===== config.mk =====
export PLATFORM = sky130hd
export DESIGN_NAME = auto_delay_trainer_flat
export DESIGN_NICKNAME = d
export VERILOG_FILES = /design/src/rtl/auto_delay_trainer_if.sv /design/src/rtl/auto_delay_trainer.sv /design/src/flat_wrapper.sv
export SDC_FILE = /design/constraint.sdc
export NUM_CORES = 1
export LEC_CHECK = 0
export CORE_ASPECT_RATIO = 0.6
export CORE_MARGIN = 3
export CORE_UTILIZATION = 25
export DETAILED_ROUTE_END_ITERATION = 8
export GPL_ROUTABILITY_DRIVEN = 1
export SETUP_SLACK_MARGIN = 0.5
export SLEW_MARGIN = 20
export SYNTH_ARGS = -nofsm -noshare
export SYNTH_HDL_FRONTEND = slang
export SYNTH_SLANG_ARGS = --single-unit

===== constraint.sdc =====
create_clock -name sample_clk -period 3.9 [get_ports sample_clk]
set_input_delay 0.78 -clock sample_clk [delete_from_list [all_inputs] [get_ports sample_clk]]
set_output_delay 0.78 -clock sample_clk [all_outputs]
set_load 0.005 [all_outputs]

===== src/rtl/auto_delay_trainer_if.sv =====
// rtl/auto_delay_trainer_if.sv - start/lane-data/tap-control bundle between the IDELAY trainer and its environment
interface auto_delay_trainer_if #(
  parameter int LANES = 8,
  parameter int TAP_W = 5
);
  logic                   start;
  logic [LANES-1:0]       data_in;
  logic [LANES*TAP_W-1:0] tap_value;
  logic [LANES-1:0]       tap_load;
  logic                   busy;
  logic                   done;
  logic [LANES-1:0]       lane_fail;
`ifdef AUTO_DELAY_EYE_REPORT_EN
  logic [LANES*(TAP_W+1)-1:0] eye_width;

  modport master (input start, data_in,
                  output tap_value, tap_load, busy, done, lane_fail, eye_width);
  modport slave  (output start, data_in,
                  input tap_value, tap_load, busy, done, lane_fail, eye_width);
`else
  modport master (input start, data_in,
                  output tap_value, tap_load, busy, done, lane_fail);
  modport slave  (output start, data_in,
                  input tap_value, tap_load, busy, done, lane_fail);
`endif
endinterface


===== src/rtl/auto_delay_trainer.sv =====
// rtl/auto_delay_trainer.sv - per-lane IDELAYE2 tap sweep, widest-eye centring; AUTO_DELAY_EYE_REPORT_EN adds eye_width
module auto_delay_trainer #(
  parameter int LANES       = 8,
  parameter int TAP_W       = 5,
  parameter int TAP_DEFAULT = 16,
  parameter int SETTLE      = 4,
  parameter int DWELL       = 16,
  parameter int MIN_EYE     = 3
) (
  input logic                  sample_clk,
  input logic                  reset_n,
  auto_delay_trainer_if.master bus
);
  localparam int LW      = (LANES > 1) ? $clog2(LANES) : 1;
  localparam int CNT_MAX = (SETTLE > DWELL) ? SETTLE : DWELL;
  localparam int CW      = $clog2(CNT_MAX + 1);
  localparam logic [TAP_W-1:0] TAP_MAX = '1;
  localparam logic [TAP_W-1:0] TAP_DEF = TAP_W'(TAP_DEFAULT);

  typedef enum logic [2:0] {
    S_IDLE, S_LOAD, S_SETTLE, S_MEASURE, S_EVAL, S_APPLY, S_NEXT, S_DONE
  } state_t;

  state_t           state, state_nxt;
  logic [LANES-1:0] d_q, d_prev;
  logic [LW-1:0]    lane;
  logic [TAP_W-1:0] tap;
  logic [CW-1:0]    cnt;
  logic             err;
  logic [TAP_W:0]   cur_len, best_len;
  logic [TAP_W-1:0] cur_start, best_start;
  logic [TAP_W-1:0] tap_reg [LANES];
  logic [LANES-1:0] fail_q;

  logic             lane_pass;
  logic             eye_ok;
  logic [TAP_W:0]   half_len;
  logic [TAP_W-1:0] apply_tap;
  logic [TAP_W:0]   cur_len_inc;
  logic [TAP_W-1:0] cur_start_new;

  // A training lane passes a cycle when its data toggled since the previous sample.
  assign lane_pass     = d_q[lane] != d_prev[lane];
  assign eye_ok        = best_len >= (TAP_W+1)'(MIN_EYE);
  assign half_len      = (best_len - 1'b1) >> 1;
  assign apply_tap     = eye_ok ? (best_start + half_len[TAP_W-1:0]) : TAP_DEF;
  assign cur_len_inc   = cur_len + 1'b1;
  assign cur_start_new = (cur_len == '0) ? tap : cur_start;
  assign bus.lane_fail = fail_q;

  always_ff @(posedge sample_clk or negedge reset_n) begin
    if (!reset_n) state <= S_IDLE;
    else          state <= state_nxt;
  end

  always_comb begin
    state_nxt    = state;
    bus.tap_load = '0;
    bus.busy     = (state != S_IDLE) && (state != S_DONE);
    bus.done     = (state == S_DONE);
    for (int i = 0; i < LANES; i++) bus.tap_value[i*TAP_W +: TAP_W] = tap_reg[i];
    case (state)
      S_IDLE:    if (bus.start) state_nxt = S_LOAD;
      S_LOAD: begin
        state_nxt                            = S_SETTLE;
        bus.tap_load[lane]                   = 1'b1;
        bus.tap_value[lane*TAP_W +: TAP_W]   = tap;
      end
      S_SETTLE:  if (cnt == CW'(SETTLE - 1)) state_nxt = S_MEASURE;
      S_MEASURE: if (cnt == CW'(DWELL - 1))  state_nxt = S_EVAL;
      S_EVAL:    state_nxt = (tap == TAP_MAX) ? S_APPLY : S_LOAD;
      S_APPLY: begin
        state_nxt                            = S_NEXT;
        bus.tap_load[lane]                   = 1'b1;
        bus.tap_value[lane*TAP_W +: TAP_W]   = apply_tap;
      end
      S_NEXT:    state_nxt = (lane == LW'(LANES - 1)) ? S_DONE : S_LOAD;
      S_DONE:    state_nxt = S_IDLE;
      default:   state_nxt = S_IDLE;
    endcase
  end

`ifdef AUTO_DELAY_EYE_REPORT_EN
  logic [LANES*(TAP_W+1)-1:0] eye_q;
  assign bus.eye_width = eye_q;

  always_ff @(posedge sample_clk or negedge reset_n) begin
    if (!reset_n)                             eye_q <= '0;
    else if (state == S_IDLE && bus.start)    eye_q <= '0;
    else if (state == S_APPLY)                eye_q[lane*(TAP_W+1) +: TAP_W+1] <= best_len;
  end
`endif

  always_ff @(posedge sample_clk or negedge reset_n) begin
    if (!reset_n) begin
      d_q        <= '0;
      d_prev     <= '0;
      lane       <= '0;
      tap        <= '0;
      cnt        <= '0;
      err        <= 1'b0;
      cur_len    <= '0;
      best_len   <= '0;
      cur_start  <= '0;
      best_start <= '0;
      fail_q     <= '0;
      for (int i = 0; i < LANES; i++) tap_reg[i] <= TAP_DEF;
    end else begin
      d_q    <= bus.data_in;
      d_prev <= d_q;
      case (state)
        S_IDLE: if (bus.start) begin
          lane       <= '0;
          tap        <= '0;
          fail_q     <= '0;
          cur_len    <= '0;
          best_len   <= '0;
          cur_start  <= '0;
          best_start <= '0;
        end
        S_LOAD: begin
          tap_reg[lane] <= tap;
          cnt           <= '0;
          err           <= 1'b0;
        end
        S_SETTLE:  cnt <= (cnt == CW'(SETTLE - 1)) ? '0 : cnt + 1'b1;
        S_MEASURE: begin
          cnt <= cnt + 1'b1;
          if (!lane_pass) err <= 1'b1;
        end
        S_EVAL: begin
          if (!err) begin
            cur_len   <= cur_len_inc;
            cur_start <= cur_start_new;
            // Strictly longer only, so ties keep the lowest-tap window.
            if (cur_len_inc > best_len) begin
              best_len   <= cur_len_inc;
              best_start <= cur_start_new;
            end
          end else begin
            cur_len <= '0;
          end
          if (tap != TAP_MAX) tap <= tap + 1'b1;
        end
        S_APPLY: begin
          tap_reg[lane] <= apply_tap;
          if (!eye_ok) fail_q[lane] <= 1'b1;
        end
        S_NEXT: begin
          cur_len    <= '0;
          best_len   <= '0;
          cur_start  <= '0;
          best_start <= '0;
          err        <= 1'b0;
          if (lane != LW'(LANES - 1)) begin
            lane <= lane + 1'b1;
            tap  <= '0;
          end
        end
        default: ;
      endcase
    end
  end
endmodule


===== src/flat_wrapper.sv =====
// flat-port wrapper written by rule: the top's interface ports become plain ports
module auto_delay_trainer_flat 
#(
  parameter int LANES       = 8,
  parameter int TAP_W       = 5,
  parameter int TAP_DEFAULT = 16,
  parameter int SETTLE      = 4,
  parameter int DWELL       = 16,
  parameter int MIN_EYE     = 3
)
  (sample_clk, reset_n, bus_start, bus_data_in, bus_tap_value, bus_tap_load, bus_busy, bus_done, bus_lane_fail);
  auto_delay_trainer_if #(.LANES(LANES), .TAP_W(TAP_W)) bus_i ();
  input logic sample_clk;
  input logic reset_n;
  input wire logic [$bits(bus_i.start)-1:0] bus_start;
  input wire logic [$bits(bus_i.data_in)-1:0] bus_data_in;
  output wire logic [$bits(bus_i.tap_value)-1:0] bus_tap_value;
  output wire logic [$bits(bus_i.tap_load)-1:0] bus_tap_load;
  output wire logic [$bits(bus_i.busy)-1:0] bus_busy;
  output wire logic [$bits(bus_i.done)-1:0] bus_done;
  output wire logic [$bits(bus_i.lane_fail)-1:0] bus_lane_fail;
  assign bus_i.start = bus_start;
  assign bus_i.data_in = bus_data_in;
  assign bus_tap_value = bus_i.tap_value;
  assign bus_tap_load = bus_i.tap_load;
  assign bus_busy = bus_i.busy;
  assign bus_done = bus_i.done;
  assign bus_lane_fail = bus_i.lane_fail;
  auto_delay_trainer #(.LANES(LANES), .TAP_W(TAP_W), .TAP_DEFAULT(TAP_DEFAULT), .SETTLE(SETTLE), .DWELL(DWELL), .MIN_EYE(MIN_EYE)) u_core (.sample_clk(sample_clk), .reset_n(reset_n), .bus(bus_i));
endmodule

==> results.json, run 1 <==
{
  "status": "finished clean",
  "power.switching_w": 0.000453,
  "pwr-share-comb_pct": 2.6,
  "numPortBuffers": 68,
  "clockBufferDepth": 2,
  "synth_area_leaders": "dfrtp_1, nand2_1, ha_1",
  "max_freq_mhz": 265,
  "p_int_w": 0.00162,
  "worst_pin_slew_ns": 0.912,
  "postRouteAntennaNets": 0,
  "clk_pin_slew_ns": 0.07,
  "place_congestion": 0.839,
  "yosysUniqueCellTypes": 67,
  "clock-sinks": 103,
  "synth_top_area_share_pct": 42.1,
  "grt_pass1_vias": 4816,
  "cp-startpoint": "u_core.best_len[1]",
  "final_cells": 1032,
  "drv_slew": 0,
  "synthCells": 600,
  "setup_viol": 0,
  "synth-seq-cells": 103,
  "crit_fanout": 3,
  "clk_latency_ns": 0.36,
  "cap_viol_max_count": 0,
  "worstHoldPathType": "primary input to async pin",
  "grt_max_degree": 47,
  "start_kind": "register",
  "worstSetupPathType": "register to output port",
  "dpl_cell_area_mm2": 0.00678,
  "antenna_found_initial": 0,
  "fillers": 2173,
  "p_per_area_mw_per_mm2": 269,
  "cts_tree": "done",
  "start_util_pct": 26.1,
  "yosysWarnings": 0,
  "final_area_mm2": 0.00769,
  "rsz0062_at_grt": "yes",
  "ir_drop_mv": 0.184,
  "slew_headroom_pct": 38.7,
  "synth_top_area_cell": "dfrtp_1",
  "r2r-start": "u_core.cur_len[0]",
  "synth-edff-count": 0,
  "drc": 0,
  "swShare_pct": 21.9,
  "hold_slack_ns": 0.340,
  "ys_top_cells_by_count": "dfrtp_1, nand2_1, o21ai_0",
  "min_period_over_period_pct": 96.7,
  "core_area_mm2": 0.0216,
  "rows": 41,
  "power_leakage_nw": 3.53,
  "async_flop_share_pct": 100,
  "synth_nets": 635,
  "grt_pass1_wl_um": 27900,
  "die-area_mm2": 0.0245,
  "synth_area_mm2": 0.00564,
  "place_inst": 967,
  "largest_reg_flops": 45,
  "drt_iter0_drc": 450,
  "drt_first_pass_iters": 5,
  "post-dp-hpwl_um": 12700,
  "die-width_um": 200,
  "yosys.cell_count.top_type": "dfrtp_1",
  "period_needed_ns": 3.77,
  "n_antenna_cell": 0,
  "arrival_ns": 2.99,
  "setup_tns_ns": 0,
  "drive_above_1_share_pct": 28.3,
  "pwr-share-clk_pct": 44.9,
  "cp-end-kind": "output port",
  "cts.htree.levels": 3,
  "ys_seq_area_share_pct": 45.9,
  "skew_ns": 0.00795,
  "critical_path_required_ns": 3.12,
  "cts_root_buf": "clkbuf_16",
  "seqPwrFrac_pct": 52.5,
  "wl_per_cell_um": 17.7,
  "hold_viol_final": 0,
  "avgSynthCellArea_um2": 9.40,
  "syn_to_final_growth_pct": 36.2,
  "num_vias": 5123,
  "track_usage_pct": 14.9,
  "ys.flop_type": "dfrtp_1",
  "numCtsBuffers": 9,
  "vias_per_cell": 4.96,
  "overflow": 0,
  "cts-hold-fix-buffers": 0,
  "io-pin-count": 69,
  "die-height_um": 122,
  "drt-total-wl_um": 18300,
  "nets": 761
}
## final cells by class
class                   instances  area (µm²)  area share [%]
multi-input cells             436        3100            40.4
clock inverters                 4        45.0           0.586
inverters                      33         125            1.63
repair buffers                143        1200            15.6
flip-flops and latches        103        2590            33.7
well taps                     301         377            4.90
clock buffers                  12         246            3.21
## kinds of logic (layout without fill, tap and decap cells)
| kind of cell | after synthesis | in the layout | synth area share, % |
|---|---|---|---|
| AND/OR/NAND/NOR | 206 | 206 | 16.8 |
| AO/OA/AOI/OAI | 179 | 179 | 22.0 |
| flip-flops | 103 | 103 | 45.9 |
| buffers and inverters | 61 | 192 | 4.46 |
| adder cells (fa/ha/maj) | 24 | 24 | 5.45 |
| XOR/XNOR | 15 | 15 | 2.33 |
| multiplexers | 12 | 12 | 3.04 |
## layer usage
metal	GRT usage, %	vias up	part of all wire [%]
met5	0	-	0
met4	3.44	0	0.93
met3	4.14	18	7.6
met2	18.7	182	38
met1	24.4	2541	53
li1	-	2382	-
## critical path, cell delays in order, from the launching register on
cell,delay (ns)
dfrtp_1,0.40
inv_2,0.09
ha_4,0.17
xor2_4,0.18
buf_4,0.15
ha_4,0.18
a21o_1,0.17
a21oi_2,0.22
xnor2_2,0.17
a31oi_2,0.14
buf_4,0.19
buf_4,0.13
buf_4,0.13
o21ai_4,0.16
buf_2,0.14
## power groups by stage
stage	Clock, W	Combinational [W]	Sequential [W]
2_1_floorplan	0	0.00000944	0.00110
3_3_place_gp	0	0.0000566	0.00111
3_5_place_dp	0	0.0000564	0.00111
4_1_cts	0.000947	0.0000570	0.00109
5_1_grt	0.000994	0.0000621	0.00109
6_report	0.000929	0.0000547	0.00109
## cells in the final DEF, fill, tap and decap left out, types with 9 or more instances in the layout
cell             count
clkbuf_2             9
nor2_1              47
inv_1               26
clkbuf_16            9
clkdlybuf4s50_1     27
a22o_1              26
buf_4               56
nor3_1              10
dfrtp_1             94
o21ai_0             38
nand3_1             18
a21oi_1             36
buf_2               22
nand2_1             83
ha_1                19
buf_6               18
## metrics by stage
| step | util [%] | power, W | worst slack (ns) |
|---|---|---|---|
| 2_1_floorplan | - | 0.00111 | 0.711 |
| 3_3_place_gp | 31.4 | 0.00116 | 0.136 |
| 3_5_place_dp | 31.4 | 0.00116 | 0.0799 |
| 4_1_cts | 34.7 | 0.00209 | 0.204 |
| 5_1_grt | 35.6 | 0.00214 | 0.0656 |
| 6_report | 35.6 | 0.00207 | 0.130 |
## what timing repair did
| item | CTS | global route |
|---|---|---|
| pin swaps | 31 | 21 |
| buffers inserted | 33 | 16 |
| endpoints found under the setup margin | 40 | 41 |
| gates resized for setup | 176 | 47 |
## path summary, 6_finish.rpt
check,slack [ns],endpoint,cells past startpoint
min,0.34,u_core.cnt[2],1
max reg2reg,1.19,u_core.best_start[4],9
min in group sample_clk,0.37,u_core.d_prev[7],0
min reg2reg,0.37,u_core.d_prev[7],0
max,0.13,bus_tap_value[33],14
max in group asynchronous,2.76,u_core.tap_reg[29],2
No activity file was read; power rests on OpenSTA's default activity.
==> run 2: changes to the inputs <==
- GPL_TIMING_DRIVEN: not set -> 1
- PLACE_DENSITY: not set -> 0.43
==> run 2 against run 1 <==
Net effect: worst hold slack improved by 0.034 ns; sequential share of layout area increased by 0.78 points; register-to-register slack got worse by 0.26 ns; via count decreased by 2.2%; fmax increased by 3.5%; first-iteration DRC count decreased by 33%; flip-flop and latch count unchanged; clock skew increased by 0.0011 ns; clock power increased by 6.6%; routed wire length increased by 0.19%; utilization decreased by 0.81 points; critical endpoint is now bus_tap_value[4]; largest cell class unchanged.
==> results.json, run 2 (synthesis gave the netlist of run 1 again) <==
{
  "regToRegSetupSlack_ns": 0.93,
  "antenna_found_initial": 0,
  "overflow": 0,
  "cp-end-kind": "output port",
  "mostFrequentLayoutCells": "dfrtp_1, nand2_1, buf_4",
  "start_util_pct": 26.1,
  "worstHoldPathType": "register to register",
  "hold_viol_final": 0,
  "path_cells": "inv_2, ha_4, xor2_2, inv_2, fa_2, nor2b_2, o21ai_2, a211o_1, buf_4, buf_6, buf_4, nand2_4, a31oi_4, buf_2",
  "num_vias": 5008,
  "cap_viol_max_count": 0,
  "preCtsSetupSlack_ns": -0.0733,
  "place_congestion": 0.857,
  "clk_pin_slew_ns": 0.07,
  "arrival_ns": 2.86,
  "period_needed_ns": 3.64,
  "power_leakage_nw": 3.35,
  "rows": 41,
  "die-height_um": 122,
  "worstSetupPathType": "register to output port",
  "crit_path_max_incr_delay_ns": 0.40,
  "post-route-util_pct": 34.8,
  "drt-total-wl_um": 18300,
  "hold_slack_ns": 0.374,
  "setup_viol": 0,
  "drv_slew": 0,
  "wl_per_cell_um": 18.0,
  "layout_commonest_cell": "dfrtp_1",
  "max_freq_mhz": 275,
  "die-area_mm2": 0.0245,
  "final_area_mm2": 0.00751,
  "worst-path-buf-inv": 6,
  "die-width_um": 200,
  "dpl_cell_area_mm2": 0.00678,
  "worst_pin_slew_ns": 0.804,
  "ir_drop_mv": 0.165,
  "cts.htree.levels": 3,
  "grt_pass1_vias": 4769,
  "rsz0062_at_grt": "yes",
  "slowest_stage": "dfrtp_1",
  "track_usage_pct": 15.4,
  "setup_tns_ns": 0,
  "cts_tree": "done",
  "largest_reg_flops": 45,
  "p_per_area_mw_per_mm2": 283,
  "post-dp-hpwl_um": 13200,
  "start_kind": "register",
  "clockBufferDepth": 2,
  "grt_max_degree": 61,
  "cts_root_buf": "clkbuf_16",
  "vias_per_cell": 4.92,
  "crit_fanout": 4,
  "drive_above_1_share_pct": 25.5,
  "core_area_mm2": 0.0216,
  "min_period_over_period_pct": 93.4,
  "numCtsBuffers": 9,
  "drc": 0,
  "n_antenna_cell": 0,
  "grt_pass1_wl_um": 28400,
  "critical_path_required_ns": 3.12,
  "drt_iter0_drc": 302,
  "slew_headroom_pct": 46.0,
  "clock-sinks": 103,
  "clk_latency_ns": 0.37,
  "fillers": 2241,
  "syn_to_final_growth_pct": 33.1,
  "io-pin-count": 69,
  "numPortBuffers": 68,
  "setup_slack_ns": 0.257,
  "status": "finished clean",
  "postRouteAntennaNets": 0,
  "nets": 747,
  "skew_ns": 0.00903,
  "drt_first_pass_iters": 5,
  "critical-path-top-delay-family": "buffers and inverters"
}
==> run 2: final cells by class <==
cell class                 count  area, µm²  area share (%)
multi-input combinational    436       3030            40.3
sequential                   103       2590            34.5
timing repair buffer         129       1080            14.3
tap                          301        377            5.01
clock buffer                  11        233            3.10
inverter                      33        126            1.68
clock inverter                 5       81.3            1.08
==> run 2: repair_timing <==
item | CTS | global route
pin swaps | 30 | 16
hold buffers | 0 | 0
setup endpoints to repair | 40 | 39
resized for setup | 169 | 27
endpoints found under the hold margin | 0 | 0
buffers inserted | 27 | 6
==> run 2: worst reg2reg max path: cells and delay by family (launching register included) <==
family,cells,cell delay [ns]
fa+ha+maj,2,0.60
buf+inv,2,0.33
simple gates,2,0.28
flops,1,0.47
xor+xnor,1,0.26
compound gates,3,0.91
==> run 2: final timing paths <==
| check | to | cells past startpoint | start |
|---|---|---|---|
| worst max register to register | u_core.best_len[2] | 10 | u_core.cur_len[0] |
| max in group asynchronous | u_core.tap_reg[9] | 2 | reset_n |
| worst min-delay path | u_core.d_prev[7] | 0 | u_core.d_q[7] |
| worst min register to register | u_core.d_prev[7] | 0 | u_core.d_q[7] |
| min in group asynchronous | u_core.cnt[2] | 1 | reset_n |
| worst max-delay path | bus_tap_value[4] | 14 | u_core.best_len[0] |
==> run 2: power by group <==
part | internal (W) | leakage, nW | switching, W
sequential | 0.00108 | 1.32 | 0.00000558
clock | 0.000566 | 0.155 | 0.000424
combinational | 0.0000220 | 1.87 | 0.0000305
==> run 2: through the flow <==
step,total power (W),std cells
after floorplan,0.00111,600
after global placement,0.00116,969
after detailed placement,0.00116,969
after CTS,0.00216,1012
after global routing,0.00222,1018
final,0.00213,1018
==> run 2: layer usage <==
layer,GRT usage (%),share of wire (%),vias to the layer above
li1,-,-,2351
met4,3.66,1.0,0
met1,25.2,55,2527
met2,19.6,38,117
met3,3.81,5.4,13
met5,0,0,-
==> run 3: changes to the inputs <==
- CORE_MARGIN: 3 -> not set
==> run 3 against run 2 <==
Net effect: the flow now finishes with violations (DRC); global-route usage up 0.72 points; fmax down 2.4%; clock skew about the same; total power down 2.3%; sequential power about the same; critical path depth unchanged; critical endpoint is now bus_tap_value[19]; largest cell class unchanged; largest power group unchanged; highest routed layer unchanged.
==> results.json, run 3 (synthesis gave the netlist of run 1 again) <==
{
  "hold_start": "u_core.d_q[1]",
  "cts_root_buf": "clkbuf_16",
  "skew_ns": 0.00887,
  "cap_viol_max_count": 0,
  "worstSetupPathType": "register to output port",
  "postRouteAntennaNets": 0,
  "grt_pass1_vias": 4916,
  "timing.rr.end": "u_core.best_len[2]",
  "numCtsBuffers": 9,
  "n_antenna_cell": 0,
  "multi_input_area_mm2": 0.00316,
  "max_freq_mhz": 268,
  "place_congestion": 0.810,
  "r2r-start": "u_core.cur_len[0]",
  "drc": 1,
  "crit_fanout": 3,
  "syn_to_final_growth_pct": 37.7,
  "min_period_over_period_pct": 95.7,
  "cts-hold-fix-buffers": 0,
  "wl_per_cell_um": 18.1,
  "clk_latency_ns": 0.36,
  "die-area_mm2": 0.0232,
  "ir_drop_mv": 0.155,
  "preCtsSetupSlack_ns": -0.00687,
  "regToRegSetupSlack_ns": 1.03,
  "vias_per_cell": 4.88,
  "period_needed_ns": 3.73,
  "clockBufferDepth": 2,
  "drt_first_pass_iters": 6,
  "antenna_found_initial": 1,
  "core_area_mm2": 0.0221,
  "post-dp-hpwl_um": 13000,
  "mostFrequentLayoutCells": "dfrtp_1, nand2_1, buf_4",
  "die-height_um": 118,
  "clk_pin_slew_ns": 0.07,
  "worstHoldPathType": "register to register",
  "grt_max_degree": 81,
  "drv_slew": 0,
  "power_leakage_nw": 3.49,
  "drt_iter0_drc": 346,
  "hold_depth": 0,
  "min_to": "u_core.d_prev[1]",
  "worst_pin_slew_ns": 0.860,
  "status": "finished with violations",
  "setup_slack_ns": 0.169,
  "overflow": 0,
  "crit_path_max_incr_delay_ns": 0.43,
  "track_usage_pct": 16.2,
  "rows": 42,
  "p_per_area_mw_per_mm2": 267,
  "slew_headroom_pct": 42.2,
  "fillers": 2266,
  "setup_viol": 0,
  "layout_commonest_cell": "dfrtp_1",
  "nets": 763,
  "io-pin-count": 69,
  "start_util_pct": 25.6,
  "hold_viol_final": 0,
  "cts.htree.levels": 3,
  "violations": "DRC",
  "arrival_ns": 2.95,
  "clock-sinks": 103,
  "largest_reg_flops": 45,
  "numPortBuffers": 68,
  "path_cells": "inv_2, ha_4, inv_4, ha_4, inv_2, fa_2, nor2b_4, o21ai_2, buf_4, a2111o_1, o2111ai_4, buf_6, a32o_2, buf_2",
  "die-width_um": 196,
  "slowest_stage": "a2111o_1",
  "cp-end-kind": "output port",
  "post-route-util_pct": 35.2,
  "rsz0062_at_grt": "yes",
  "num_vias": 4974,
  "grt_pass1_wl_um": 28700,
  "start_kind": "register",
  "r2r_cells": 10,
  "cts_tree": "done",
  "drive_above_1_share_pct": 28.6,
  "critical_path_required_ns": 3.12,
  "seq_area_mm2": 0.00259,
  "hold_slack_ns": 0.371,
  "drt-total-wl_um": 18400
}
run 3: cell types whose count changed in the layout (fill, tap and decap cells not counted), moves of 3 or more:
cell	delta
buf_12	+3
dlygate4sd2_1	-6
buf_2	+9
buf_4	+7
clkbuf_2	-3
buf_6	+5
run 3: cell type report:
cell class                 instances  share of cell area, %
clock inverter                     6                  0.901
tap                              286                   4.60
multi-input combinational        436                   40.7
sequential                       103                   33.3
inverter                          33                   1.64
timing repair buffer             145                   15.9
clock buffer                      10                   2.95
run 3: timing repair:
action | CTS | global route
buffers inserted | 33 | 10
endpoints found under the setup margin | 40 | 42
cloned | 0 | 0
pin swaps | 51 | 21
gates resized for setup | 198 | 39
run 3: metrics by stage:
step                TNS [ns]  cells  total power (W)  cell area [µm²]
global route               0   1019          0.00215             7770
CTS                        0   1009          0.00210             7580
floorplan                  0    600          0.00111             5640
finish                     0   1019          0.00208             7770
global placement           0    960          0.00116             6810
detailed placement  -0.00687    960          0.00116             6810
run 3: worst max-delay path, delay by kind of cell (launching register included):
kind,cells,cell delay (ns)
compound gates,4,0.79
buf+inv,6,0.58
flops,1,0.40
simple gates,1,0.12
fa+ha+maj,3,0.69
run 3: power breakdown:
part / switching (W) / internal (W) / total, W
Sequential: 0.00000631 / 0.00108 / 0.00109
Clock: 0.000436 / 0.000503 / 0.000940
Combinational: 0.0000309 / 0.0000224 / 0.0000533
run 3: how the worst max path moves through the flow:
stage | startpoint | to | depth (start not counted) | slack [ns]
after CTS | u_core.best_len[1] | bus_tap_value[19] | 14 | 0.09
after floorplan | u_core.best_len[0] | bus_tap_value[14] | 11 | 0.71
after detailed placement | u_core.best_len[1] | bus_tap_value[19] | 13 | -0.007
after global placement | u_core.best_len[0] | bus_tap_value[34] | 13 | 0.006
final | u_core.best_len[0] | bus_tap_value[19] | 14 | 0.17
after global routing | u_core.best_len[0] | bus_tap_value[19] | 13 | 0.04
run 3: layer usage:
| metal | vias up | track usage (%) | routed length [µm] |
|---|---|---|---|
| met3 | 9 | 2.94 | 861 |
| li1 | 2383 | - | - |
| met4 | 0 | 3.17 | 130 |
| met2 | 117 | 21.3 | 7270 |
| met1 | 2465 | 26.4 | 10200 |
| met5 | - | 0 | 0 |
